[config.mk]
export PLATFORM = sky130hd
export DESIGN_NAME = fifo_bram_core_flat
export DESIGN_NICKNAME = d
export VERILOG_FILES = /design/src/rtl/fifo_pkg.sv /design/src/rtl/fifo_bram_core_if.sv /design/src/rtl/fifo_ptr.sv /design/src/rtl/fifo_bram_core.sv /design/src/flat_wrapper.sv
export SDC_FILE = /design/constraint.sdc
export NUM_CORES = 1
export LEC_CHECK = 0
export CAP_MARGIN = 15
export CORE_MARGIN = 4
export CORE_UTILIZATION = 50
export CTS_CLUSTER_DIAMETER = 120
export DETAILED_ROUTE_END_ITERATION = 8
export GPL_TIMING_DRIVEN = 1
export MAX_ROUTING_LAYER = met4
export PLACE_DENSITY_LB_ADDON = 0.08
export SYNTH_ARGS = -nofsm -noshare
export SYNTH_HDL_FRONTEND = slang
export SYNTH_SLANG_ARGS = --single-unit
[constraint.sdc]
create_clock -name clk -period 2.8 [get_ports clk]
set_input_delay 0.56 -clock clk [delete_from_list [all_inputs] [get_ports clk]]
set_output_delay 0.56 -clock clk [all_outputs]
set_load 0.02 [all_outputs]
[src/rtl/fifo_pkg.sv]
`default_nettype none
// ============================================================================
//  Module      : fifo_pkg
//  Description : Shared constants, pointer type and flag helpers for the FIFO core.
//  Revision    : 1.0 - initial release
// ============================================================================
package fifo_pkg;

    localparam int unsigned c_DEFAULT_SIZE    = 8;
    localparam int unsigned c_DEFAULT_WIDTH   = 8;
    localparam int unsigned c_DEFAULT_PTR_LEN = $clog2(c_DEFAULT_SIZE);

    typedef logic [c_DEFAULT_PTR_LEN:0] ptr_t;

    // Pointers are passed zero-extended; full means only the wrap bit differs.
    function automatic logic is_full(input logic [31:0] rd,
                                     input logic [31:0] wr,
                                     input int unsigned ptr_len);
        return (rd ^ wr) == (32'd1 << ptr_len);
    endfunction

    function automatic logic is_empty(input logic [31:0] rd,
                                      input logic [31:0] wr);
        return rd == wr;
    endfunction

endpackage
`default_nettype wire

[src/rtl/fifo_bram_core_if.sv]
`default_nettype none
// ============================================================================
//  Module      : fifo_bram_core_if
//  Description : Write/read handshake, data and status bundle of the FIFO core.
//  Revision    : 1.0 - initial release
// ============================================================================
interface fifo_bram_core_if #(
    parameter int unsigned WIDTH   = 8,
    parameter int unsigned PTR_LEN = 3
);

    logic               w_en;
    logic [WIDTH-1:0]   data_in;
    logic               r_en;
    logic [WIDTH-1:0]   data_out;
    logic               full;
    logic               empty;
    logic [PTR_LEN:0]   rd_ptr;
    logic [PTR_LEN:0]   wr_ptr;

    modport master (
        output w_en, data_in, r_en,
        input  data_out, full, empty, rd_ptr, wr_ptr
    );

    modport slave (
        input  w_en, data_in, r_en,
        output data_out, full, empty, rd_ptr, wr_ptr
    );

endinterface
`default_nettype wire

[src/rtl/fifo_ptr.sv]
`default_nettype none
// ============================================================================
//  Module      : fifo_ptr
//  Description : Wrapping binary pointer with one extra wrap bit; holds when blocked.
//  Revision    : 1.0 - initial release
// ============================================================================
module fifo_ptr #(
    parameter int unsigned PTR_LEN = 3
) (
    input  wire logic             clk,
    input  wire logic             srstn,
    input  wire logic             inc_en,
    input  wire logic             blocked,
    output      logic [PTR_LEN:0] ptr
);

    localparam logic [PTR_LEN:0] c_ONE = {{PTR_LEN{1'b0}}, 1'b1};

    logic [PTR_LEN:0] r_ptr;

    always_ff @(posedge clk) begin
        if (!srstn) begin
            r_ptr <= '0;
        end else if (inc_en && !blocked) begin
            r_ptr <= r_ptr + c_ONE;
        end
    end

    assign ptr = r_ptr;

endmodule
`default_nettype wire

[src/rtl/fifo_bram_core.sv]
`default_nettype none
// ============================================================================
//  Module      : fifo_bram_core
//  Description : Single-clock FIFO with register-array storage, registered read
//                data and pointer-derived full/empty flags.
//  Revision    : 1.0 - initial release
// ============================================================================
module fifo_bram_core
    import fifo_pkg::*;
#(
    parameter int unsigned SIZE  = c_DEFAULT_SIZE,
    parameter int unsigned WIDTH = c_DEFAULT_WIDTH
) (
    input  wire logic          clk,
    input  wire logic          srstn,
    fifo_bram_core_if.slave    bus
);

    localparam int unsigned c_PTR_LEN = $clog2(SIZE);

    logic [WIDTH-1:0]   r_mem [SIZE];
    logic [WIDTH-1:0]   r_data_out;
    logic [c_PTR_LEN:0] w_rd_ptr;
    logic [c_PTR_LEN:0] w_wr_ptr;
    logic               w_full;
    logic               w_empty;
    logic               w_wr_accept;
    logic               w_rd_accept;

    assign w_full      = is_full(32'(w_rd_ptr), 32'(w_wr_ptr), c_PTR_LEN);
    assign w_empty     = is_empty(32'(w_rd_ptr), 32'(w_wr_ptr));
    assign w_wr_accept = bus.w_en && !w_full;
    assign w_rd_accept = bus.r_en && !w_empty;

    fifo_ptr #(
        .PTR_LEN (c_PTR_LEN)
    ) u_rd_ptr (
        .clk     (clk),
        .srstn   (srstn),
        .inc_en  (bus.r_en),
        .blocked (w_empty),
        .ptr     (w_rd_ptr)
    );

    fifo_ptr #(
        .PTR_LEN (c_PTR_LEN)
    ) u_wr_ptr (
        .clk     (clk),
        .srstn   (srstn),
        .inc_en  (bus.w_en),
        .blocked (w_full),
        .ptr     (w_wr_ptr)
    );

    // Same-address write and read never coincide: matching addresses imply full or empty.
    always_ff @(posedge clk) begin
        if (!srstn) begin
            for (int i = 0; i < int'(SIZE); i++) begin
                r_mem[i] <= '0;
            end
            r_data_out <= '0;
        end else begin
            if (w_wr_accept) begin
                r_mem[w_wr_ptr[c_PTR_LEN-1:0]] <= bus.data_in;
            end
            if (w_rd_accept) begin
                r_data_out <= r_mem[w_rd_ptr[c_PTR_LEN-1:0]];
            end
        end
    end

    assign bus.data_out = r_data_out;
    assign bus.full     = w_full;
    assign bus.empty    = w_empty;
    assign bus.rd_ptr   = w_rd_ptr;
    assign bus.wr_ptr   = w_wr_ptr;

endmodule
`default_nettype wire

[src/flat_wrapper.sv]
// flat-port wrapper written by rule: the top's interface ports become plain ports
module fifo_bram_core_flat import fifo_pkg::*;
#(
    parameter int unsigned SIZE  = c_DEFAULT_SIZE,
    parameter int unsigned WIDTH = c_DEFAULT_WIDTH
)
  (clk, srstn, bus_w_en, bus_data_in, bus_r_en, bus_data_out, bus_full, bus_empty, bus_rd_ptr, bus_wr_ptr);
  fifo_bram_core_if #(.WIDTH(WIDTH), .PTR_LEN(3)) bus_i ();
  input  wire logic clk;
  input  wire logic srstn;
  input wire logic [$bits(bus_i.w_en)-1:0] bus_w_en;
  input wire logic [$bits(bus_i.data_in)-1:0] bus_data_in;
  input wire logic [$bits(bus_i.r_en)-1:0] bus_r_en;
  output wire logic [$bits(bus_i.data_out)-1:0] bus_data_out;
  output wire logic [$bits(bus_i.full)-1:0] bus_full;
  output wire logic [$bits(bus_i.empty)-1:0] bus_empty;
  output wire logic [$bits(bus_i.rd_ptr)-1:0] bus_rd_ptr;
  output wire logic [$bits(bus_i.wr_ptr)-1:0] bus_wr_ptr;
  assign bus_i.w_en = bus_w_en;
  assign bus_i.data_in = bus_data_in;
  assign bus_i.r_en = bus_r_en;
  assign bus_data_out = bus_i.data_out;
  assign bus_full = bus_i.full;
  assign bus_empty = bus_i.empty;
  assign bus_rd_ptr = bus_i.rd_ptr;
  assign bus_wr_ptr = bus_i.wr_ptr;
  fifo_bram_core #(.SIZE(SIZE), .WIDTH(WIDTH)) u_core (.clk(clk), .srstn(srstn), .bus(bus_i));
endmodule
==> out/metrics.csv <==
metric;value;unit
initial drt markers;96;
share of power burned in registers;50.7;%
std cell rows;31;
global route total overflow;0;
Least-Margin Pin Slew;769;ps
vias in the first global route;2102;
H-tree levels;3;
drt wl/cell;18.8;um
P_int;0.00204;W
pwr/cell area;623;mW/mm^2
Worst Hold End;u_core.u_rd_ptr.ptr[3];
die area;0.00887;mm^2
Post-synth top flop;edfxtp_1;
Syn Nets;268;
Mapped Area;0.00371;mm^2
Max Cap Viol;0;
Reg2Reg Depth;5;
Core Footprint;0.00725;mm^2
ANT cells;0;
first-pass GRT wire length;11.7;mm
asr flop ratio synth;0;%
leakage power;1.57;nW
required time worst endpoint;2240;ps
logic gate share of total power;17.0;%
Post-Route WL;7.57;mm
hold depth;2;
Slew HR;48.7;%
Worst Path Max Fanout;9;
initial antenna violation count;0;
Die Ht;94.2;um
die width;94.2;um
CTS Buf Count;9;
Critical Path AT;1940;ps
Final setup viols;0;
CTS root buf;clkbuf_8;
largest net degree at the start of global routing;22;
total power;0.00274;W
TritonCTS clock tree;built;
most common cell after layout, fill and taps aside;and2_1;
CP endpoint kind;output port;
via count;2148;
vias per cell;5.34;
switch share;25.7;%
Synth-to-Final Area Change;18.4;%
DRT antenna net count;0;
flops & latches, synth;80;
worst-skew pair later-pin latency;350;ps
DRT Pass-1 Iters;5;
Initial Utilization;51.2;%
Worst VDD drop;0.310;mV
clock sinks;80;
clk buf depth;2;
Reg-to-Reg Start;u_core.u_wr_ptr.ptr[2];
I/O pins;30;
crit share post-route;89.3;%
RSZ-0062 raised after global routing;false;
RR Endpoint;u_core.r_mem[4][5];
clock-pin slew on the worst setup and hold paths;80;ps
DRC viols;0;
GRT Util Overall;19.2;%
synth warn;0;
Clock Skew;10.8;ps
Final Max Tran Viols;0;
Fin. Hold Viols;0;
HPWL after detailed placement;5.17;mm
hold crit path type;flip-flop to flip-flop;
Port Buffers;29;
Post-synth EDFFs;64;
Setup crit start kind;flip-flop;
share of post-route cells with drive strength above 1;19.5;%
register-to-register setup slack;490;ps
Mapped Cells;254;
WS Path Type;flip-flop to output port;
nets;312;
Cell variety after synth;33;
Final min period;2500;ps
maximum operating frequency;400;MHz
Routability Congestion;0.760;
switching power;0.000703;W
commonest non-fill, non-tap cells in the layout;and2_1, edfxtp_1, clkdlybuf4s50_1, mux4_2, buf_4;
Synth Area per Inst;14.6;um^2
Clock power frac;32.3;%
hold_sp;u_core.u_rd_ptr.ptr[3];
sequential area share after synthesis;60.4;%
Total Neg Setup Slack;0;ps
status;finished, final reports clean;
-- metrics by stage --
step	utilization [%]	setup WS [ps]	hold slack (ps)	area, um^2	instances
after floorplan	-	406	585	3710	254
after global placement	57.7	387	518	4190	386
after detailed placement	57.7	378	530	4190	386
after CTS	60.6	87.3	551	4390	402
after global routing	60.6	184	570	4400	402
final	60.6	299	544	4400	402
-- cell type report --
class / instances / area [um^2]
flip-flops and latches: 80 / 2240
fillers: 589 / 2860
clock buffers: 11 / 153
multi-input cells: 162 / 1410
well taps: 99 / 124
clock inverters: 5 / 53.8
repair buffers: 45 / 410
-- per-layer routing --
metal	GRT usage, %	vias to the layer above	routed length (um)
met5	-	-	0
met4	6.86	0	112
li1	-	1032	-
met3	4.01	12	222
met1	24.3	1067	3380
met2	30.7	37	3850
-- kinds of logic (layout without fill, tap and decap cells) --
logic type | count (synthesis) | count (layout) | share of synthesized area (%)
AND/OR/NAND/NOR | 102 | 102 | 18.8
XOR/XNOR | 6 | 6 | 1.62
AO/OA/AOI/OAI | 26 | 26 | 4.48
adder cells (fa/ha/maj) | 2 | 2 | 0.674
buffers and inverters | 12 | 61 | 1.62
flip-flops | 80 | 80 | 60.4
multiplexers | 26 | 26 | 12.4
-- flip-flops by register name (all words and copies together), names as in the netlist --
name and cells:
u_core.u_wr_ptr.ptr 4, u_core.bus.data_out 8, u_core.r_mem 64, u_core.u_rd_ptr.ptr 4
-- power groups by stage --
stage                     combinational [W]  clock (W)  sequential [W]
after detailed placement           0.000475          0         0.00142
after CTS                          0.000476   0.000909         0.00139
after global routing               0.000505   0.000952         0.00140
final                              0.000465   0.000884         0.00139
after global placement             0.000473          0         0.00141
after floorplan                    0.000266          0         0.00144
-- synthesized netlist by cell type (all sizes together), types with 2 or more instances --
library cell	number	area, um^2
a21oi	8	40.0
and2	65	407
clkbuf	6	22.5
mux2i	10	100
dfxtp	16	320
xor2	5	51.3
nand2b	11	68.8
mux4	16	360
nor3	4	58.8
nand2	8	30.0
nand3	4	20.0
nor4	5	65.1
ha	2	25.0
buf	6	37.5
nand4	2	12.5
o21ai	13	65.1
edfxtp	64	1920
-- critical path, stage by stage (launching register included) --
cell and delay (ps):
dfxtp_2 400, xor2_2 230, nor4_2 300, clkdlybuf4s50_1 660
-- worst max path at each step --
stage,from,end,slack (ps),depth (start not counted)
2_1_floorplan,u_core.u_wr_ptr.ptr[1],u_core.r_mem[7][0],410,5
3_3_place_gp,bus_w_en,u_core.r_mem[0][3],390,4
3_5_place_dp,bus_w_en,u_core.r_mem[0][5],380,4
4_1_cts,u_core.u_wr_ptr.ptr[0],bus_full,90,3
5_1_grt,u_core.u_wr_ptr.ptr[0],bus_full,180,3
6_report,u_core.u_wr_ptr.ptr[0],bus_full,300,3
-- repair_timing --
| item | CTS | global route |
|---|---|---|
| endpoints found under the setup margin | 0 | 1 |
| buffers inserted | 0 | 0 |
| hold buffers | 0 | 0 |
| gates resized for setup | 0 | 1 |
(Power assumes the default switching activity.)
